==> src/rtl/hazard_unit_mt_if.sv <==
// hazard_unit_mt_if: pipeline-side hazard/miss signals between the core and the hazard unit
interface hazard_unit_mt_if #(
  parameter int NUM_THREADS = 4,
  parameter int REG_W = 5
);
  localparam int TID_W = $clog2(NUM_THREADS);
  logic MemRead_Mem;
  logic [REG_W-1:0] RegisterRD_Mem, RegisterRS1_EX, RegisterRS2_EX;
  logic [TID_W-1:0] Tid_Mem, Tid_EX, Tid_Miss, Tid_Ready;
  logic CacheMiss, Ready;
  logic stall, stall_all;
  logic [NUM_THREADS-1:0] EnablePC, parked, resume, timeout_err;
  modport master (
    output MemRead_Mem, RegisterRD_Mem, Tid_Mem, RegisterRS1_EX, RegisterRS2_EX, Tid_EX,
           CacheMiss, Tid_Miss, Ready, Tid_Ready,
    input  stall, EnablePC, parked, stall_all, resume, timeout_err
  );
  modport slave (
    input  MemRead_Mem, RegisterRD_Mem, Tid_Mem, RegisterRS1_EX, RegisterRS2_EX, Tid_EX,
           CacheMiss, Tid_Miss, Ready, Tid_Ready,
    output stall, EnablePC, parked, stall_all, resume, timeout_err
  );
endinterface

==> src/rtl/hazard_unit_mt.sv <==
// hazard_unit_mt: per-thread load-use detection and cache-miss park/resume control
module hazard_unit_mt #(
  parameter int NUM_THREADS = 4,
  parameter int REG_W = 5,
  parameter int SWITCH_ON_MISS = 1,
  parameter int LOAD_USE_EN = 1,
  parameter int TIMEOUT = 1023
) (
  input logic clk,
  input logic Reset,
  hazard_unit_mt_if.slave bus
);
  localparam int TID_W = $clog2(NUM_THREADS);
  localparam int CNT_W = $clog2(TIMEOUT + 1);
  typedef enum logic {RUN, MISS_WAIT} state_t;
  state_t state_q [NUM_THREADS];
  state_t state_d [NUM_THREADS];
  logic [CNT_W-1:0] cnt_q [NUM_THREADS];
  logic [CNT_W-1:0] cnt_d [NUM_THREADS];
  logic [NUM_THREADS-1:0] resume_q, resume_d, err_q, err_d, miss_v, rdy_v, parked;
  always_comb begin
    miss_v = '0;
    rdy_v = '0;
    resume_d = '0;
    err_d = err_q;
    for (int t = 0; t < NUM_THREADS; t++) begin
      miss_v[t] = bus.CacheMiss && bus.Tid_Miss == TID_W'(t);
      rdy_v[t] = bus.Ready && bus.Tid_Ready == TID_W'(t);
      state_d[t] = state_q[t] == RUN ? (miss_v[t] ? MISS_WAIT : RUN) : (rdy_v[t] ? RUN : MISS_WAIT);
      // counter restarts on entry and holds at TIMEOUT while the wait continues
      cnt_d[t] = state_q[t] == RUN ? (miss_v[t] ? '0 : cnt_q[t])
               : (cnt_q[t] == CNT_W'(TIMEOUT) ? cnt_q[t] : cnt_q[t] + CNT_W'(1));
      resume_d[t] = state_q[t] == MISS_WAIT && state_d[t] == RUN;
      err_d[t] = err_q[t] | (state_q[t] == MISS_WAIT && cnt_d[t] == CNT_W'(TIMEOUT));
    end
  end
  always_ff @(posedge clk) begin
    if (Reset) begin
      for (int t = 0; t < NUM_THREADS; t++) begin
        state_q[t] <= RUN;
        cnt_q[t] <= '0;
      end
      resume_q <= '0;
      err_q <= '0;
    end else begin
      for (int t = 0; t < NUM_THREADS; t++) begin
        state_q[t] <= state_d[t];
        cnt_q[t] <= cnt_d[t];
      end
      resume_q <= resume_d;
      err_q <= err_d;
    end
  end
  always_comb begin
    parked = '0;
    for (int t = 0; t < NUM_THREADS; t++) parked[t] = state_q[t] == MISS_WAIT;
  end
  always_comb begin
    bus.parked = parked;
    bus.resume = resume_q;
    bus.timeout_err = err_q;
    bus.stall_all = SWITCH_ON_MISS != 0 ? &parked : |parked;
    bus.stall = LOAD_USE_EN != 0 && bus.MemRead_Mem && bus.Tid_Mem == bus.Tid_EX
             && bus.RegisterRD_Mem != REG_W'(0)
             && (bus.RegisterRD_Mem == bus.RegisterRS1_EX || bus.RegisterRD_Mem == bus.RegisterRS2_EX)
             && !parked[bus.Tid_EX];
    bus.EnablePC = '0;
    for (int t = 0; t < NUM_THREADS; t++)
      bus.EnablePC[t] = !parked[t] && !bus.stall_all && !(bus.stall && bus.Tid_EX == TID_W'(t));
  end
endmodule

==> src/flat_wrapper.sv <==
// flat-port wrapper written by rule: the top's interface ports become plain ports
module hazard_unit_mt_flat 
#(
  parameter int NUM_THREADS = 4,
  parameter int REG_W = 5,
  parameter int SWITCH_ON_MISS = 1,
  parameter int LOAD_USE_EN = 1,
  parameter int TIMEOUT = 1023
)
  (clk, Reset, bus_MemRead_Mem, bus_RegisterRD_Mem, bus_Tid_Mem, bus_RegisterRS1_EX, bus_RegisterRS2_EX, bus_Tid_EX, bus_CacheMiss, bus_Tid_Miss, bus_Ready, bus_Tid_Ready, bus_stall, bus_EnablePC, bus_parked, bus_stall_all, bus_resume, bus_timeout_err);
  hazard_unit_mt_if #(.NUM_THREADS(NUM_THREADS), .REG_W(REG_W)) bus_i ();
  input logic clk;
  input logic Reset;
  input wire logic [$bits(bus_i.MemRead_Mem)-1:0] bus_MemRead_Mem;
  input wire logic [$bits(bus_i.RegisterRD_Mem)-1:0] bus_RegisterRD_Mem;
  input wire logic [$bits(bus_i.Tid_Mem)-1:0] bus_Tid_Mem;
  input wire logic [$bits(bus_i.RegisterRS1_EX)-1:0] bus_RegisterRS1_EX;
  input wire logic [$bits(bus_i.RegisterRS2_EX)-1:0] bus_RegisterRS2_EX;
  input wire logic [$bits(bus_i.Tid_EX)-1:0] bus_Tid_EX;
  input wire logic [$bits(bus_i.CacheMiss)-1:0] bus_CacheMiss;
  input wire logic [$bits(bus_i.Tid_Miss)-1:0] bus_Tid_Miss;
  input wire logic [$bits(bus_i.Ready)-1:0] bus_Ready;
  input wire logic [$bits(bus_i.Tid_Ready)-1:0] bus_Tid_Ready;
  output wire logic [$bits(bus_i.stall)-1:0] bus_stall;
  output wire logic [$bits(bus_i.EnablePC)-1:0] bus_EnablePC;
  output wire logic [$bits(bus_i.parked)-1:0] bus_parked;
  output wire logic [$bits(bus_i.stall_all)-1:0] bus_stall_all;
  output wire logic [$bits(bus_i.resume)-1:0] bus_resume;
  output wire logic [$bits(bus_i.timeout_err)-1:0] bus_timeout_err;
  assign bus_i.MemRead_Mem = bus_MemRead_Mem;
  assign bus_i.RegisterRD_Mem = bus_RegisterRD_Mem;
  assign bus_i.Tid_Mem = bus_Tid_Mem;
  assign bus_i.RegisterRS1_EX = bus_RegisterRS1_EX;
  assign bus_i.RegisterRS2_EX = bus_RegisterRS2_EX;
  assign bus_i.Tid_EX = bus_Tid_EX;
  assign bus_i.CacheMiss = bus_CacheMiss;
  assign bus_i.Tid_Miss = bus_Tid_Miss;
  assign bus_i.Ready = bus_Ready;
  assign bus_i.Tid_Ready = bus_Tid_Ready;
  assign bus_stall = bus_i.stall;
  assign bus_EnablePC = bus_i.EnablePC;
  assign bus_parked = bus_i.parked;
  assign bus_stall_all = bus_i.stall_all;
  assign bus_resume = bus_i.resume;
  assign bus_timeout_err = bus_i.timeout_err;
  hazard_unit_mt #(.NUM_THREADS(NUM_THREADS), .REG_W(REG_W), .SWITCH_ON_MISS(SWITCH_ON_MISS), .LOAD_USE_EN(LOAD_USE_EN), .TIMEOUT(TIMEOUT)) u_core (.clk(clk), .Reset(Reset), .bus(bus_i));
endmodule
==> config.mk <==
export PLATFORM = sky130hd
export DESIGN_NAME = hazard_unit_mt_flat
export DESIGN_NICKNAME = d
export VERILOG_FILES = /design/src/rtl/hazard_unit_mt_if.sv /design/src/rtl/hazard_unit_mt.sv /design/src/flat_wrapper.sv
export SDC_FILE = /design/constraint.sdc
export NUM_CORES = 1
export LEC_CHECK = 0
export CORE_AREA = 2 2 110 112
export DETAILED_ROUTE_END_ITERATION = 10
export DIE_AREA = 0 0 112 114
export GPL_TIMING_DRIVEN = 0
export PLACE_DENSITY = 0.54
export REMOVE_ABC_BUFFERS = 1
export SLEW_MARGIN = 40
export SYNTH_ARGS = -nofsm -noshare
export SYNTH_HDL_FRONTEND = slang
export SYNTH_SLANG_ARGS = --single-unit
==> constraint.sdc <==
create_clock -name clk -period 3.1 [get_ports clk]
set_clock_uncertainty 0.15 [all_clocks]
set_input_delay 0.775 -clock clk [delete_from_list [all_inputs] [get_ports clk]]
set_output_delay 0.775 -clock clk [all_outputs]
set_load 0.02 [all_outputs]
Word level (Yosys, flattened, before mapping)
Memories as Yosys holds them, arrays and structs flattened.
Cells that the tools add are included.
W data, S select, Z words.
{"block": "totals", "mem_bits_rw": 44, "reg_bits": 8, "out_inout_bits": 18, "memories": 2}
{"block": "classes", "reduce_logical": 48, "n_eq_ne": 20, "n_mux": 37, "bitwise": 16, "magnitude_cmp": 1, "n_addsub": 4}
{"name": "u_core.cnt_q", "words": 4, "width": 10, "read_ports": 4, "rd_clocked_by_memory_dff": 0, "wr": 4, "line": "hazard_unit_mt.sv:18", "source": "logic [CNT_W-1:0] cnt_q [NUM_THREADS];"}
{"name": "u_core.state_q", "words": 4, "width": 1, "read_ports": 4, "rd_clocked_by_memory_dff": 0, "wr": 4, "line": "hazard_unit_mt.sv:16", "source": "state_t state_q [NUM_THREADS];"}
{"op": "$mux W10", "count": 16}
{"op": "$eq A10 B10 Y1 const B", "count": 8}
{"op": "$add A10 B1 Y10 const B", "count": 4}
{"op": "$logic_and A1 B1 Y1", "count": 32}
{"op": "$mux W1", "count": 20}
{"op": "$eq A2 B2 Y1 const B", "count": 6}
{"op": "$or A1 B1 Y1", "count": 12}
{"op": "$eq A5 B5 Y1", "count": 2}
{"op": "$logic_not A1 Y1", "count": 10}
{"op": "$eq A2 B1 Y1 const B", "count": 3}
{"op": "$logic_not A2 Y1", "count": 3}
{"op": "$reduce_bool A5 Y1", "count": 1}
{"op": "$not A1 Y1", "count": 4}
{"op": "$reduce_and A4 Y1", "count": 1}
{"op": "$lt A2 B3 Y1 const B", "count": 1}
{"op": "$bmux W1 S2", "count": 1}
{"op": "$eq A2 B2 Y1", "count": 1}
{"op": "$logic_or A1 B1 Y1", "count": 1}

Depth between registers and ports, before layout
{"block": "depth", "ltp_word": 8, "ltp_mapped": 8, "mapped_depth_nobuf": 7}

Worst setup path after synthesis
OpenSTA, ideal clock, no wires.
{"block": "synth_timing", "kind": "input to output", "start": "input port bus_Tid_Mem[1]", "end": "output port bus_EnablePC[1]", "path_slack_ps": -198, "required_ps": 2175, "cell_stages": 5, "arrival_time_ps": 2373, "path_cell_list": "or3_1 o21ai_0 nand3_1 a211oi_1 a31oi_1"}
{"block": "synth_between", "elab_chain_cells": 8}
{"item": "start: declaration", "line": "flat_wrapper.sv:16", "source": "input wire logic [$bits(bus_i.Tid_Mem)-1:0] bus_Tid_Mem;"}
{"item": "$eq A2 B2 Y1", "line": "hazard_unit_mt.sv:63", "source": "bus.stall = LOAD_USE_EN != 0 && bus.MemRead_Mem && bus.Tid_Mem == bus.Tid_EX"}
{"item": "$logic_and A1 B1 Y1", "line": "hazard_unit_mt.sv:63"}
{"item": "$logic_and A1 B1 Y1", "line": "hazard_unit_mt.sv:64", "source": "&& bus.RegisterRD_Mem != REG_W'(0)"}
{"item": "$logic_and A1 B1 Y1", "line": "hazard_unit_mt.sv:65", "source": "&& (bus.RegisterRD_Mem == bus.RegisterRS1_EX || bus.RegisterRD_Mem == bus.RegisterRS2_EX)"}
{"item": "$logic_and A1 B1 Y1", "line": "hazard_unit_mt.sv:66", "source": "&& !parked[bus.Tid_EX];"}
{"item": "via bus_stall", "line": "flat_wrapper.sv:24", "source": "output wire logic [$bits(bus_i.stall)-1:0] bus_stall;"}
{"item": "$logic_and A1 B1 Y1", "line": "hazard_unit_mt.sv:69", "source": "bus.EnablePC[t] = !parked[t] && !bus.stall_all && !(bus.stall && bus.Tid_EX == TID_W'(t));"}
{"item": "$logic_not A1 Y1", "line": "hazard_unit_mt.sv:69"}
{"item": "$logic_and A1 B1 Y1", "line": "hazard_unit_mt.sv:69"}
{"item": "end: declaration", "line": "flat_wrapper.sv:25", "source": "output wire logic [$bits(bus_i.EnablePC)-1:0] bus_EnablePC;"}
The timed path passes the listed nets, and every way through them passes these cells.

Worst setup path after layout
{"block": "layout_timing", "start": "input port bus_RegisterRD_Mem[3]", "end": "output port bus_EnablePC[2]"}
{"block": "layout_between", "elab_chain_cells": 7}
{"item": "start: declaration", "line": "flat_wrapper.sv:15", "source": "input wire logic [$bits(bus_i.RegisterRD_Mem)-1:0] bus_RegisterRD_Mem;"}
{"item": "$eq A5 B5 Y1 / $reduce_bool A5 Y1 (equally long branches)", "line": "hazard_unit_mt.sv:65, hazard_unit_mt.sv:64"}
{"item": "$logic_or A1 B1 Y1 / $logic_and A1 B1 Y1 (equally long branches)", "line": "hazard_unit_mt.sv:65, hazard_unit_mt.sv:64"}
{"item": "$logic_and A1 B1 Y1 (*)", "line": "hazard_unit_mt.sv:65"}
{"item": "$logic_and A1 B1 Y1 (*)", "line": "hazard_unit_mt.sv:66"}
{"item": "$logic_and A1 B1 Y1 (*)", "line": "hazard_unit_mt.sv:69"}
{"item": "$logic_not A1 Y1 (*)", "line": "hazard_unit_mt.sv:69"}
{"item": "$logic_and A1 B1 Y1 (*)", "line": "hazard_unit_mt.sv:69"}
Mark *: on every way between the ends. The rest lies on a longest branch, timed or not.

==> impl_metrics.tcl <==
set metrics [dict create \
    p_leak_nw 1.34 \
    drtIter0Drc 281 \
    cts_buffers 5 \
    required_ps 2170 \
    clock.fmax_mhz 328 \
    critPathMaxFanout 5 \
    startpoint_type "primary input" \
    worst-setup-path-type "primary input to output pin" \
    yosysSeqAreaShare 0.319 \
    synth_top_area_share 0.319 \
    vias 3209 \
    grt_overflow 0 \
    grt_pass1_wl_um 14400 \
    pwr_density_cell_nw_per_um2 375 \
    yosysUniqueCellTypes 69 \
    dr.pass1.iters 4 \
    yosysTopAreaCell "dfxtp_1" \
    clkTransAtPathRegs_ps 70 \
    drcViolationCount 0 \
    yosysWarnings 0 \
    wire_per_inst_um 14.8 \
    layout_min_cycle_time_ps 3050 \
    r2r-end "u_core.bus.timeout_err[0]" \
    drive_gt1_frac 0.107 \
    regToRegSetupSlack_ps 420 \
    core.rowCount 40 \
    detail-route-antenna-nets 0 \
    cts-root-buf "clkbuf_16" \
    die_h_um 114 \
    synth_area_um2 3270 \
    hold_start "u_core.bus.timeout_err[2]" \
    start_util 0.279 \
    finalWorstSetupSlack_ps 48.8 \
    dieArea_um2 12800 \
    die_w_um 112 \
    final_util 0.341 \
    slew_headroom 0.507 \
    synth_edf_count 0 \
    reg2regPathDepth 6 \
    core_area_um2 11700 \
    setup_tns_ps 0 \
    final_cells 596 \
    synth.most_common_cell "dfxtp_1" \
    worstSkewPairLatency_ps 290 \
    worstHoldPathCells 2 \
    place_area_um2 3800 \
    maxCapViolations 0 \
    min_to "u_core.bus.timeout_err[2]" \
    arrival_ps 2130 \
    io_buffers 45 \
    ys_top_cells_by_count "dfxtp_1, nor2_1, a21oi_1" \
    status "finished clean" \
    grtUsageTotal 0.135 \
    whs_ps 312 \
    ios 46 \
    synthArstFlopShare 0 \
    period_share 0.984 \
    cp-end-kind "output pin" \
    finalPower_mw 1.49 \
    cts.sinks 52 \
    hpwl_um 6150 \
    ys_ff_latch 52 \
    avgViaCountPerCell 5.38 \
    post_cts_buffers 0 \
    routed_wl_um 8830 \
    placed_cells 588 \
    setup_violations 0 \
    min_path_type "flip-flop to flip-flop" \
    pre_cts_slack_ps -933 \
    antenna_found_initial 0 \
    yosys_most_used_dff "dfxtp_1" \
    yosys-top-cells-area "dfxtp_1, nor2_1, a21oi_1" \
    hold_violations 0 \
    syn_area_per_cell_um2 7.74 \
    r2r-start "u_core.state_q[0]" \
    power.ir.vdd_worst_uv 321 \
    fin_area_um2 3990 \
    diodes 0 \
    clockBufferDepth 2 \
    cts_tree "built" \
    syn_inst 422 \
    tightest_slew_ps 738 \
    slew_viol_final 0 \
    grt_pass1_vias 2938 \
    grt_max_degree 30 \
    place_congestion 0.839 \
    areaGrowthSynthToFinish_pct 22.2 \
    h-tree-depth 2 \
    rsz0062_at_grt "true" \
    nNetsFinal 480 \
    ctsHoldBuffers 0 \
]
timing repair:
item                       4_1_cts  5_1_grt
setup endpoints to repair        5        5
pin swaps                       14       15
gates resized for setup         65       29
cells by family (layout without fill, tap and decap cells):
group	Yosys count	in the layout	share of synthesized area
and+or+nand+nor	199	199	0.338
AOI/OAI and AO/OA	100	100	0.198
DFF	52	52	0.319
buffers and inverters	41	68	0.0555
xor gates and xnor gates	16	16	0.0429
muxes	10	10	0.0314
adders and majority gates	4	4	0.0153
worst max-delay path, cell delays in order:
cell,delay (ps)
buf_8,100
or4_4,520
o211ai_1,270
a211oi_4,100
a31oi_1,180
buf_4,170
layer usage:
| metal | track usage | part of all wire | vias up |
|---|---|---|---|
| li1 | - | - | 1622 |
| met3 | 0.0197 | 0.028 | 16 |
| met2 | 0.226 | 0.48 | 60 |
| met1 | 0.181 | 0.47 | 1511 |
| met5 | 0 | 0 | - |
| met4 | 0.0431 | 0.020 | 0 |
worst max path at each step:
stage / from / to / slack (ps) / cells past startpoint
2_1_floorplan: bus_Tid_Mem[1] / bus_EnablePC[1] / -200 / 5
3_3_place_gp: Reset / u_core.bus.timeout_err[0] / -1450 / 6
3_5_place_dp: bus_RegisterRD_Mem[4] / bus_EnablePC[2] / -930 / 8
4_1_cts: bus_RegisterRS1_EX[0] / bus_EnablePC[2] / -9 / 6
5_1_grt: bus_RegisterRD_Mem[3] / bus_EnablePC[1] / -30 / 6
6_report: bus_RegisterRD_Mem[3] / bus_EnablePC[2] / 50 / 6
registers in the layout, indices dropped and copies added, names as in the netlist:
register                count
u_core.cnt_q               40
u_core.bus.resume           4
u_core.bus.timeout_err      4
u_core.state_q              4
area by class of cell:
type | count | area, µm²
repair buffers | 46 | 442
inverters | 14 | 52.6
clock buffers | 6 | 129
well taps | 147 | 184
fillers | 1224 | 7720
clock inverters | 2 | 38.8
flip-flops and latches | 52 | 1050
multi-input cells | 329 | 2100
cell usage in the layout (no fill, tap or decap), types with 6 or more instances in the layout:
cell type | synthesis | layout
nor2_1 | 50 | 50
a31oi_1 | 17 | 16
mux2i_1 | 8 | 8
nand3_1 | 23 | 23
nor3_1 | 17 | 15
and3_1 | 6 | 6
nand4_1 | 10 | 10
o21ai_0 | 10 | 8
nor4_1 | 12 | 12
dfxtp_1 | 52 | 50
inv_1 | 13 | 13
clkdlybuf4s50_1 | 0 | 21
nand2_1 | 31 | 31
a21oi_1 | 34 | 34
xnor2_1 | 11 | 9
where the power goes:
group | internal, mW | switching [mW]
Sequential | 0.674 | 0.0225
Combinational | 0.0711 | 0.0801
Clock | 0.385 | 0.262
Power figures use the tool's default switching activity.
